### config.mk
export PLATFORM = sky130hd
export DESIGN_NAME = mem_req_ctrl
export DESIGN_NICKNAME = d
export VERILOG_FILES = /design/src/rtl/mem_req_pkg.sv /design/src/rtl/sat_counter.sv /design/src/rtl/mem_req_ctrl.sv
export SDC_FILE = /design/constraint.sdc
export NUM_CORES = 1
export LEC_CHECK = 0
export BUFFER_PORTS_ARGS = -buffer_cell sky130_fd_sc_hd__buf_4
export CORE_MARGIN = 4
export CORE_UTILIZATION = 45
export CTS_CLUSTER_SIZE = 10
export DETAILED_ROUTE_END_ITERATION = 6
export GPL_TIMING_DRIVEN = 1
export PLACE_DENSITY = 0.88
export SLEW_MARGIN = 15
export SYNTH_ARGS = -nofsm -noshare
export SYNTH_HDL_FRONTEND = slang
export SYNTH_SLANG_ARGS = --single-unit
export TNS_END_PERCENT = 20
### constraint.sdc
create_clock -name clk -period 2.85 [get_ports clk]
set_clock_uncertainty 0.05 [all_clocks]
set_input_delay 0.57 -clock clk [delete_from_list [all_inputs] [get_ports clk]]
set_output_delay 0.57 -clock clk [all_outputs]
set_load 0.03 [all_outputs]
### src/rtl/mem_req_pkg.sv
// Shared definitions for the memory-stage request sequencer:
// FSM state encoding and the default parameter values.
package mem_req_pkg;

    typedef enum logic [1:0] {
        IDLE = 2'b00,
        BUSY = 2'b01,
        RESP = 2'b10,
        ERRW = 2'b11
    } state_e;

    localparam int unsigned DEF_TIMEOUT = 64;
    localparam int unsigned DEF_CNT_W   = 16;

endpackage

### src/rtl/sat_counter.sv
// Up-counter that sticks at all-ones instead of wrapping.
module sat_counter #(
    parameter int unsigned W = 16
) (
    input  logic         clk,
    input  logic         rst,
    input  logic         inc,
    output logic [W-1:0] cnt
);

    logic [W-1:0] cnt_q, cnt_d;

    always_comb begin
        cnt_d = cnt_q;
        if (inc && (cnt_q != '1)) begin
            cnt_d = cnt_q + W'(1);
        end
    end

    // NOTE: clocked state is assigned with <= so every flop samples the pre-edge values.
    always_ff @(posedge clk or posedge rst) begin
        if (rst) begin
            cnt_q <= '0;
        end else begin
            cnt_q <= cnt_d;
        end
    end

    assign cnt = cnt_q;

endmodule

### src/rtl/mem_req_ctrl.sv
// Memory-stage request sequencer: registers one pipeline load/store, holds it
// to the cache FSM until done, stalls the pipeline and returns load data.
module mem_req_ctrl
    import mem_req_pkg::*;
#(
    parameter int unsigned TIMEOUT = DEF_TIMEOUT,
    parameter int unsigned CNT_W   = DEF_CNT_W
) (
    input  logic             clk,
    input  logic             rst,
    input  logic [15:0]      p_addr,
    input  logic [15:0]      p_wdata,
    input  logic             p_read,
    input  logic             p_write,
    output logic [15:0]      c_addr,
    output logic [15:0]      c_data_in,
    output logic             c_read,
    output logic             c_write,
    input  logic [15:0]      c_data_out,
    input  logic             c_done,
    input  logic             c_hit,
    input  logic             c_err,
    output logic             stall,
    output logic [15:0]      rdata,
    output logic             rdata_valid,
    output logic             err,
    output logic [CNT_W-1:0] req_cnt,
    output logic [CNT_W-1:0] hit_cnt
);

    localparam logic [7:0] WD_LAST = 8'(TIMEOUT - 1);

    state_e      state_q, state_d;
    logic [15:0] c_addr_q, c_addr_d;
    logic [15:0] c_data_in_q, c_data_in_d;
    logic        c_read_q, c_read_d;
    logic        c_write_q, c_write_d;
    logic [15:0] rdata_q, rdata_d;
    logic        err_q, err_d;
    logic [7:0]  wd_q, wd_d;
    logic        req_inc, hit_inc;

    // NOTE: every output of this block gets a default first, so no path can infer a latch.
    always_comb begin
        state_d     = state_q;
        c_addr_d    = c_addr_q;
        c_data_in_d = c_data_in_q;
        c_read_d    = c_read_q;
        c_write_d   = c_write_q;
        rdata_d     = rdata_q;
        err_d       = err_q;
        wd_d        = wd_q;
        stall       = 1'b0;
        req_inc     = 1'b0;
        hit_inc     = 1'b0;

        case (state_q)
            IDLE: begin
                if (p_read ^ p_write) begin
                    c_addr_d    = p_addr;
                    c_data_in_d = p_wdata;
                    c_read_d    = p_read;
                    c_write_d   = p_write;
                    wd_d        = '0;
                    stall       = 1'b1;
                    state_d     = BUSY;
                end else if (p_read && p_write) begin
                    err_d   = 1'b1;
                    stall   = 1'b1;
                    state_d = ERRW;
                end
            end
            BUSY: begin
                // Strobes stay up through the done cycle so a write can finish its refill.
                stall = 1'b1;
                wd_d  = wd_q + 8'd1;
                if (c_err) begin
                    err_d = 1'b1;
                end
                if (c_done) begin
                    if (c_read_q) begin
                        rdata_d = c_data_out;
                    end
                    req_inc   = 1'b1;
                    hit_inc   = c_hit;
                    c_read_d  = 1'b0;
                    c_write_d = 1'b0;
                    state_d   = RESP;
                end else if (wd_q == WD_LAST) begin
                    err_d     = 1'b1;
                    c_read_d  = 1'b0;
                    c_write_d = 1'b0;
                    state_d   = ERRW;
                end
            end
            RESP:    state_d = IDLE;
            ERRW:    state_d = IDLE;
            default: state_d = IDLE;
        endcase
    end

    always_ff @(posedge clk or posedge rst) begin
        if (rst) begin
            state_q     <= IDLE;
            c_addr_q    <= '0;
            c_data_in_q <= '0;
            c_read_q    <= 1'b0;
            c_write_q   <= 1'b0;
            rdata_q     <= '0;
            err_q       <= 1'b0;
            wd_q        <= '0;
        end else begin
            state_q     <= state_d;
            c_addr_q    <= c_addr_d;
            c_data_in_q <= c_data_in_d;
            c_read_q    <= c_read_d;
            c_write_q   <= c_write_d;
            rdata_q     <= rdata_d;
            err_q       <= err_d;
            wd_q        <= wd_d;
        end
    end

    sat_counter #(.W(CNT_W)) u_req_cnt (
        .clk (clk),
        .rst (rst),
        .inc (req_inc),
        .cnt (req_cnt)
    );

    sat_counter #(.W(CNT_W)) u_hit_cnt (
        .clk (clk),
        .rst (rst),
        .inc (hit_inc),
        .cnt (hit_cnt)
    );

    assign c_addr      = c_addr_q;
    assign c_data_in   = c_data_in_q;
    assign c_read      = c_read_q;
    assign c_write     = c_write_q;
    assign rdata       = rdata_q;
    assign rdata_valid = (state_q == RESP);
    assign err         = err_q;

endmodule

======== Word-level counts from Yosys, hierarchy flattened ========
Index checks and enable logic that the tools add are counted.
word-level totals
  bits in registers ....................... 93
  input port bits ......................... 55
  output and inout bits ................... 85
  logic and storage cells ................. 63
operators by class
  add/sub/neg operators ................... 3
  eq/ne operators ......................... 11
  muxes and demuxes ....................... 26
  bitwise operators ....................... 1
  reductions and logical operators ........ 12
operator list
  operator                                                          count
  16-bit by 1-bit adder with 16-bit output (second input constant)  2
  16-bit != test (second input constant)                            2
  8-bit one-hot mux with 2 select lines                             1
  1-bit 2-to-1 mux                                                  15
  3-bit AND reduction                                               3
  8-bit by 1-bit adder with 8-bit output (second input constant)    1
  8-bit by 6-bit == test with 1-bit output (second input constant)  1
  2-bit 2-to-1 mux                                                  4
  8-bit 2-to-1 mux                                                  1
  1-bit one-hot mux with 2 select lines                             4
  2-bit != test (second input constant)                             3
  3-bit != test (second input constant)                             2
  2-bit one-hot mux with 3 select lines                             1
  2-bit AND reduction                                               3
  2-bit == test (second input constant)                             2
  1-bit logical AND                                                 3
  2-bit by 1-bit == test with 1-bit output (second input constant)  1
  2-bit zero test                                                   1
  2-bit nonzero test                                                1
  2-bit OR reduction                                                1
  1-bit XOR                                                         1

======== Depth between registers and ports, before layout ========
Gate-level depths: netlist of run 1.
  depth in word-level cells ............... 4
  gate-level depth with buffers ........... 6
  mapped depth without buffers ............ 6

======== Modules after synthesis ========
A second synthesis of run 1 with hierarchy kept.
unflattened totals
  cell total of the unflattened synthesis .. 387
  area total of the unflattened synthesis .. 4194.0 um^2
by module, submodules not included
  module        times used  cells each  area each (um^2)
  mem_req_ctrl  1           245         2582.5
  sat_counter   2           71          805.8

======== Least setup slack after synthesis of run 1 ========
Ideal clock, no wire load.
  path type ............................... register to register
  start point ............................. reg u_hit_cnt.cnt_q[0] (netlist: u_hit_cnt.cnt[0])
  end point ............................... reg u_hit_cnt.cnt_q[5] (netlist: u_hit_cnt.cnt[5])
  arrival ................................. 1770 ps
  data required time ...................... 2661 ps
  setup slack ............................. 892 ps
  stages on the path, launching flop included .. 7
  path buffers ............................ 1
  clock period less this slack ............ 1958 ps
  cells stage by stage .................... dfrtp_1 -> ha_1 -> nand4_1 -> nor4_1 -> buf_2 -> nor3_1 -> xor2_1
on the way
  longest elaborated chain between the ends .. 2
  elaborated cells between the ends (all ways) .. 3
RTL lines
  item                                                                                              RTL line           source
  start: declaration                                                                                sat_counter.sv:11  logic [W-1:0] cnt_q, cnt_d;
  start signal: assignment                                                                          sat_counter.sv:25  cnt_q <= cnt_d;
  parallel branches: the longest is 2 deep, another holds 16-bit by 1-bit adder with 16-bit output  --
Parallel ways; which one is timed is not known.
A chain may end at the register's enable or synchronous reset.

======== Worst setup path after layout of run 1 ========
  start point ............................. reg u_hit_cnt.cnt_q[0] (netlist: u_hit_cnt.cnt[0])
  end point ............................... reg u_hit_cnt.cnt_q[1] (netlist: u_hit_cnt.cnt[1])
The elaborated chain is that of the path after synthesis.

==> PnR_summary.wiki, run 1 <==
{| class="wikitable"
! Metric !! Value
|-
| Placeable core region || about 9000 um2
|-
| Global-route usage over all layers || 0.178
|-
| Post-synthesis cell type count || 44
|-
| Top-Level Pins || 140
|-
| Max-cap viol count || 0
|-
| Minimum clock period || approximately 2.3 ns
|-
| Post-CTS setup buffers || 0
|-
| Critical path's top delay family || simple AND/OR/NAND/NOR gates
|-
| Peak supply drop || slightly above 500 uV
|-
| Sinks on Clock Net || between 90 and 100
|-
| Via count of the first global-routing pass || 3198
|-
| Number of buffers and inverters on the critical path || 1
|-
| Count of antenna-violating nets left after detailed routing || 0
|-
| Average via count per standard cell || 5.25
|-
| Type of element launching the critical path || flip-flop
|-
| Skew-Pair Late Insertion Delay || around 0.36 ns
|-
| DRT iter0 DRCs || 178
|-
| Routability cong. || approximately 0.85
|-
| Fin. max-slew vios || 0
|-
| Site row count || 34
|-
| DRC errors left || 0
|-
| Clock tree from TritonCTS || yes
|-
| Cell area after synthesis || 4060 um2
|-
| Vias after detailed routing || 3352
|-
| DIE AREA || roughly 11000 um2
|-
| Number of flops mapped to enable cells by yosys || 0
|-
| Count of final hold-check violations || 0
|-
| Unrepaired setup endpoints after global routing || false
|-
| Sequential cell area fraction in the yosys report || 0.574
|-
| Number of antenna violations at the first check in global routing || 0
|-
| Register cell area after layout || about 2300 um2
|-
| LEAKAGE || between 2 and 3 nW
|-
| Area growth, synth to finish || 33.9%
|-
| Proportion of register bits with asynchronous set or reset after synthesis || 1.00
|-
| Final clock period utilization by the worst path || 0.813
|-
| Result of the run || complete, no violations
|-
| Global route total overflow || 0
|-
| Fraction of layout cells with a size suffix above 1 || 0.351
|-
| Depth of the CTS H-tree || 3
|-
| Height of the chip || between 100 and 150 um
|-
| Flops & latches, synth || just over 90
|-
| Most common cell after layout, fill and taps aside || sky130_fd_sc_hd__buf_4
|-
| Final TNS setup || 0 ns
|-
| Pwr/cell area || 997 nW/um2
|-
| Area of combinational cells with multiple inputs || 1640 um2
|-
| Number of buffers on the longest clock path || 2
|-
| Worst stage delay on the critical path || between 0.6 and 0.7 ns
|-
| Post-DP HPWL || between 7 and 8 mm
|-
| Clock buffer count from CTS || 9
|-
| Library cell contributing the largest single delay on the critical path || sky130_fd_sc_hd__nor4_1
|-
| Most common flop cell mapped by yosys || sky130_fd_sc_hd__dfrtp_1
|-
| Number of nets in the layout || about 590
|-
| Top cell type by total area after synthesis || sky130_fd_sc_hd__dfrtp_1
|-
| Commonest cells after routing, fill and taps aside || sky130_fd_sc_hd__buf_4, sky130_fd_sc_hd__nand2_1, sky130_fd_sc_hd__dfrtp_1
|-
| Wire length per cell after detailed routing || ~15 um
|-
| Synth top area share || 0.574
|-
| Data arrival time of the critical path || around 2.5 ns
|-
| Pre-antenna DRT Iters || 5
|-
| Relative slew slack || 0.543
|-
| Placed cell areas || approximately 5200 um2
|-
| Total of cells resized after clock tree synthesis || 0
|-
| Final Setup Violations || 0
|-
| Endpoint kind of the worst setup timing path || flip-flop
|-
| Warnings, synthesis || 0
|-
| Critical Setup Path Class || flip-flop to flip-flop
|-
| Worst Hold Class || input port to asynchronous set/reset pin
|-
| Initial Utilization || 0.463
|-
| Critical path cell sequence || ha_1 > nand4_1 > nor4_1 > buf_4 > nor2_1 > mux2_2
|-
| Final Instance Area || between 5000 and 6000 um2
|-
| Largest net degree at the start of global routing || 60
|-
| Antenna cell count || 0
|-
| Clock root buffer || sky130_fd_sc_hd__clkbuf_8
|-
| Post-synthesis average cell area || ~11 um2
|-
| Worst slew pin tran || 0.680 ns
|-
| Clock transition at the register clock pins on the worst setup and hold paths after CTS || roughly 0.090 ns
|-
| Die width || approximately 100 um
|-
| Total of hold buffers inserted after clock tree synthesis || 0
|-
| Achievable Freq || roughly 430 MHz
|-
| CP Max Fanout || 8
|-
| Leading post-synthesis cells by cell area || sky130_fd_sc_hd__dfrtp_1, sky130_fd_sc_hd__nand2_1, sky130_fd_sc_hd__mux2_2
|-
| Global-route wire length before repair || approximately 15 mm
|-
| IO buf count || around 140
|-
| Number of standard cells after synthesis || roughly 380
|-
| Mapped Nets || around 440
|-
| Total of fill cells in the finished design || 722
|-
| CP Data Required Time || 3.04 ns
|-
| Total Wirelength || approximately 9.5 mm
|}
==> registers in the layout (all words and copies together), names as in the netlist <==
name,cells
u_req_cnt.cnt,16
err,1
rdata,16
c_data_in,16
state_q,2
u_hit_cnt.cnt,16
c_write,1
c_read,1
c_addr,16
wd_q,8
==> metal layers <==
metal / GRT usage / vias to the layer above / share of wire
met5: 0 / - / 0
met3: 0.0507 / 14 / 0.094
li1: - / 1602 / -
met4: 0.0608 / 0 / 0.014
met1: 0.224 / 1600 / 0.42
met2: 0.295 / 136 / 0.48
==> cell usage after synthesis, types with 3 or more instances <==
library cell and instances:
sky130_fd_sc_hd__inv_1 4, sky130_fd_sc_hd__xor2_1 18, sky130_fd_sc_hd__xnor2_1 11, sky130_fd_sc_hd__dfrtp_1 93, sky130_fd_sc_hd__clkbuf_1 9, sky130_fd_sc_hd__a21oi_1 3, sky130_fd_sc_hd__buf_2 4, sky130_fd_sc_hd__nor3_1 8
sky130_fd_sc_hd__a31oi_1 7, sky130_fd_sc_hd__mux2_2 18, sky130_fd_sc_hd__nand2_1 113, sky130_fd_sc_hd__nor2_1 10, sky130_fd_sc_hd__nand3_1 8, sky130_fd_sc_hd__ha_1 5, sky130_fd_sc_hd__o21ai_0 10, sky130_fd_sc_hd__nand4_1 15
sky130_fd_sc_hd__and3_1 7, sky130_fd_sc_hd__o31ai_1 3
==> final cells by class <==
| type | count | area share |
|---|---|---|
| Tap cell | 108 | 0.0249 |
| Inverter | 4 | 0.00346 |
| Sequential cell | 93 | 0.429 |
| Timing Repair Buffer | 146 | 0.204 |
| Multi-Input combinational cell | 271 | 0.302 |
| Clock inverter | 5 | 0.0111 |
| Clock buffer | 11 | 0.0260 |
==> stage by stage <==
step	cells	setup slack (ns)	total power [mW]	hold WS (ns)	util
after floorplan	384	0.892	3.61	0.425	-
after detailed placement	622	0.595	4.59	0.416	0.597
after global placement	622	0.752	4.50	0.397	0.597
after CTS	638	0.558	5.49	0.0721	0.620
after global routing	638	0.356	5.76	0.0784	0.620
final	638	0.533	5.41	0.0879	0.620
==> worst register-to-register path, delay by kind of cell, from the launching register on <==
| family | cells | cell delay [ns] |
|---|---|---|
| AND/OR/NAND/NOR | 3 | 0.91 |
| flip-flops | 1 | 0.44 |
| buffers and inverters | 1 | 0.28 |
| multiplexers | 1 | 0.27 |
| adder cells (fa/ha/maj) | 1 | 0.26 |
==> worst paths after layout <==
kind	from	to	slack, ns	depth (start not counted)
min in group clk	p_addr[11]	c_addr[11]$_DFFE_PP0P_	0.35	3
min reg2reg	c_data_in[2]$_DFFE_PP0P_	c_data_in[2]$_DFFE_PP0P_	0.43	2
max reg2reg	u_hit_cnt.cnt[0]$_DFFE_PP0P_	u_hit_cnt.cnt[1]$_DFFE_PP0P_	0.53	6
min	rst	rdata[13]$_DFFE_PP0P_	0.09	2
max	u_hit_cnt.cnt[0]$_DFFE_PP0P_	u_hit_cnt.cnt[1]$_DFFE_PP0P_	0.53	6
max in group asynchronous	rst	c_data_in[6]$_DFFE_PP0P_	2.09	3
==> kinds of logic (layout without fill, tap and decap cells) <==
logic type,after synthesis,in the layout,synth area share
AND/OR/NAND/NOR,182,182,0.214
multiplexers,18,18,0.0500
XOR/XNOR,29,29,0.0626
flip-flops,93,93,0.574
AO/OA/AOI/OAI,37,37,0.0608
adder cells (fa/ha/maj),5,5,0.0154
buffers and inverters,20,166,0.0234
==> report_power, final <==
part | internal (mW) | total [mW] | switching [mW] | leakage [nW]
Clock | 0.431 | 0.880 | 0.448 | 0.0995
Combinational | 0.931 | 2.43 | 1.50 | 1.51
Sequential | 1.75 | 2.10 | 0.349 | 1.20
Total | 3.12 | 5.41 | 2.30 | 2.81
Note: power is estimated with default switching activity, not from simulation.
==> run 2, diff against run 1 <==
- ABC_AREA: default -> 1
- CORE_UTILIZATION: 45 -> 46
- clock period: 2.85 -> 2.1 ns (I/O delays scaled with it)
==> run 2 against run 1 <==
Critical path depth is 1 higher; first-iteration DRC count is 1.1% lower; synthesized cell count is 50% higher; clock power is 48% higher; cell count is 33% higher; global-route usage is 1.6 points higher; wire length is 12% higher; power is 41% higher; final area is 8.5% higher; register-to-register slack worse by 0.22 ns; worst hold slack better by 0.059 ns; critical endpoint is now u_hit_cnt.cnt[6]$_DFFE_PP0P_; largest cell class unchanged.
==> PnR_summary.wiki, run 2 <==
{| class="wikitable"
! Metric !! Value
|-
| Sinks on Clock Net || 93
|-
| Placed cell areas || about 5700 um2
|-
| Placeable core region || 9370 um2
|-
| Number of nets in the layout || approximately 780
|-
| Initial Utilization || 0.479
|-
| Total of cells resized after clock tree synthesis || 0
|-
| Global-route usage over all layers || 0.194
|-
| Worst-case register-to-register setup slack || just over 0.3 ns
|-
| Type of element launching the critical path || flip-flop
|-
| Total Wirelength || 10.7 mm
|-
| Via count of the first global-routing pass || 4025
|-
| Worst slew pin tran || about 0.87 ns
|-
| Count of antenna-violating nets left after detailed routing || 0
|-
| Count of final hold-check violations || 0
|-
| Endpoint kind of the worst setup timing path || flip-flop
|-
| Clock root buffer || sky130_fd_sc_hd__clkbuf_8
|-
| Proportion of register bits with asynchronous set or reset after synthesis || 1.00
|-
| Top cell type by total area after synthesis || sky130_fd_sc_hd__dfrtp_1
|-
| Height of the chip || 107 um
|-
| Minimum clock period || ~1.8 ns
|-
| Highest signal layer in the routed design || met4
|-
| Cell area after synthesis || between 4000 and 5000 um2
|-
| Final Instance Area || 5890 um2
|-
| Antenna cell count || 0
|-
| Met1 wire length || between 4 and 5 mm
|-
| Depth of the CTS H-tree || 3
|-
| Synth top area share || 0.519
|-
| Global-route wire length before repair || 18.5 mm
|-
| Sequential cell area fraction in the yosys report || 0.519
|-
| Post-synthesis average cell area || approximately 7.8 um2
|-
| Worst reg2reg path startpoint || u_hit_cnt.cnt[0]$_DFFE_PP0P_
|-
| Post-synthesis cell type count || 28
|-
| Site row count || 35
|-
| Achievable Freq || approximately 560 MHz
|-
| Result of the run || complete, no violations
|-
| Critical Setup Path Class || flip-flop to flip-flop
|-
| Pwr/cell area || 1290 nW/um2
|-
| Global route total overflow || 0
|-
| Most common flop cell mapped by yosys || sky130_fd_sc_hd__dfrtp_1
|-
| Peak supply drop || between 700 and 800 uV
|-
| Relative slew slack || 0.418
|-
| Leading post-synthesis cells by cell area || sky130_fd_sc_hd__dfrtp_1, sky130_fd_sc_hd__nand2_1, sky130_fd_sc_hd__nand3_1
|-
| Skew-Pair Late Insertion Delay || 0.34 ns
|-
| Commonest cells after routing, fill and taps aside || sky130_fd_sc_hd__nand2_1, sky130_fd_sc_hd__buf_4, sky130_fd_sc_hd__dfrtp_1
|-
| Unrepaired setup endpoints after global routing || false
|-
| Post-Route Utilization || 0.629
|-
| IO buf count || around 140
|-
| Data arrival time of the critical path || a little under 2 ns
|-
| Most common cell after layout, fill and taps aside || sky130_fd_sc_hd__nand2_1
|-
| Routability cong. || between 0.8 and 0.9
|-
| Total of fill cells in the finished design || 824
|-
| Vias after detailed routing || 4121
|-
| Final clock period utilization by the worst path || 0.853
|-
| Warnings, synthesis || 0
|-
| Largest net degree at the start of global routing || between 90 and 100
|-
| Number of flops mapped to enable cells by yosys || 0
|-
| Worst reg2reg endpoint || u_hit_cnt.cnt[6]$_DFFE_PP0P_
|-
| Final Setup Violations || 0
|-
| Number of antenna violations at the first check in global routing || 0
|-
| Clock tree from TritonCTS || yes
|-
| Number of buffers on the longest clock path || 2
|-
| Flops & latches, synth || 93
|-
| Total of hold buffers inserted after clock tree synthesis || 0
|-
| Hold slack || ~0.15 ns
|-
| CP Data Required Time || approximately 2.3 ns
|-
| Die width || approximately 110 um
|-
| Fraction of layout cells with a size suffix above 1 || 0.250
|-
| CP Max Fanout || 12
|-
| DRC errors left || 0
|-
| Detailed route wirelength on metal3 || 697 um
|-
| Depth of the worst register-to-register path || 7
|-
| Clock transition at the register clock pins on the worst setup and hold paths after CTS || about 0.090 ns
|-
| Top-Level Pins || 140
|-
| Wire length per cell after detailed routing || ~13 um
|-
| Routed wire length on met2 || about 5.3 mm
|-
| Post-DP HPWL || about 8 mm
|-
| Max-cap viol count || 0
|-
| Mapped Nets || roughly 640
|-
| LEAKAGE || around 3.1 nW
|-
| Number of standard cells after synthesis || approximately 580
|-
| Library cell with the highest instance count after synthesis || sky130_fd_sc_hd__nand2_1
|-
| Pre-antenna DRT Iters || 4
|-
| Clock buffer count from CTS || 9
|-
| Average via count per standard cell || 4.85
|-
| Worst Hold Class || input port to asynchronous set/reset pin
|-
| DIE AREA || about 11000 um2
|-
| Leading post-synthesis cells by instance count || sky130_fd_sc_hd__nand2_1, sky130_fd_sc_hd__dfrtp_1, sky130_fd_sc_hd__nor2_1, sky130_fd_sc_hd__inv_1, sky130_fd_sc_hd__nand3_1
|-
| DRT iter0 DRCs || ~180
|-
| Final TNS setup || 0 ns
|-
| Fin. max-slew vios || 0
|-
| Post-CTS setup buffers || 0
|-
| Area growth, synth to finish || 31.3%
|}
-- run 2: how the worst max path moves through the flow --
stage                                  from                            to  slack (ns)  cells after the start
6_report       u_hit_cnt.cnt[0]$_DFFE_PP0P_  u_hit_cnt.cnt[6]$_DFFE_PP0P_        0.31                      7
5_1_grt        u_hit_cnt.cnt[0]$_DFFE_PP0P_  u_hit_cnt.cnt[6]$_DFFE_PP0P_        0.09                      8
4_1_cts        u_hit_cnt.cnt[0]$_DFFE_PP0P_  u_hit_cnt.cnt[6]$_DFFE_PP0P_        0.28                      7
3_5_place_dp                         p_read        c_addr[11]$_DFFE_PP0P_        0.11                      8
3_3_place_gp                         p_read      c_data_in[1]$_DFFE_PP0P_        0.18                      8
2_1_floorplan  u_hit_cnt.cnt[0]$_DFFE_PP0P_  u_hit_cnt.cnt[0]$_DFFE_PP0P_        0.29                      9
-- run 2: routing by layer --
metal / up-vias / track usage
li1: 2065 / -
met1: 1912 / 0.251
met2: 127 / 0.335
met3: 17 / 0.0307
met4: 0 / 0.0612
met5: - / 0
-- run 2: metrics by stage --
step           instances  power (mW)  setup slack [ns]
6_report             850        7.63             0.309
5_1_grt              850        8.12            0.0862
4_1_cts              850        7.71             0.285
3_5_place_dp         834        6.39             0.111
3_3_place_gp         834        6.26             0.180
2_1_floorplan        575        5.03             0.294
-- run 2: cell families after synthesis --
logic type,share of synthesized area
buffers and inverters,0.0510
xor gates and xnor gates,0.0332
adders and majority gates,0.0139
and+or+nand+nor,0.349
AOI/OAI and AO/OA,0.0343
DFF,0.519
-- run 2: area by class of cell --
cell class	instances	area, um2	area share
Clock inverter	6	86.3	0.0146
Multi-Input combinational cell	430	1930	0.328
Inverter	36	139	0.0236
Sequential cell	93	2330	0.395
Clock buffer	10	138	0.0234
Timing Repair Buffer	146	1110	0.188
Tap cell	129	161	0.0274
-- run 2: where the power goes --
group,leakage [nW],switching (mW),total (mW),internal (mW)
clock network,0.112,0.602,1.30,0.701
registers,1.21,0.472,2.85,2.38
logic,1.75,2.26,3.47,1.22
total,3.07,3.33,7.63,4.30
-- run 2: critical path, stage by stage (launching register included) --
cell	delay, ns
sky130_fd_sc_hd__dfrtp_1	0.46
sky130_fd_sc_hd__ha_1	0.29
sky130_fd_sc_hd__inv_1	0.07
sky130_fd_sc_hd__nor2_2	0.14
sky130_fd_sc_hd__nand2_2	0.09
sky130_fd_sc_hd__o21ai_4	0.24
sky130_fd_sc_hd__buf_4	0.23
sky130_fd_sc_hd__o21ai_0	0.10
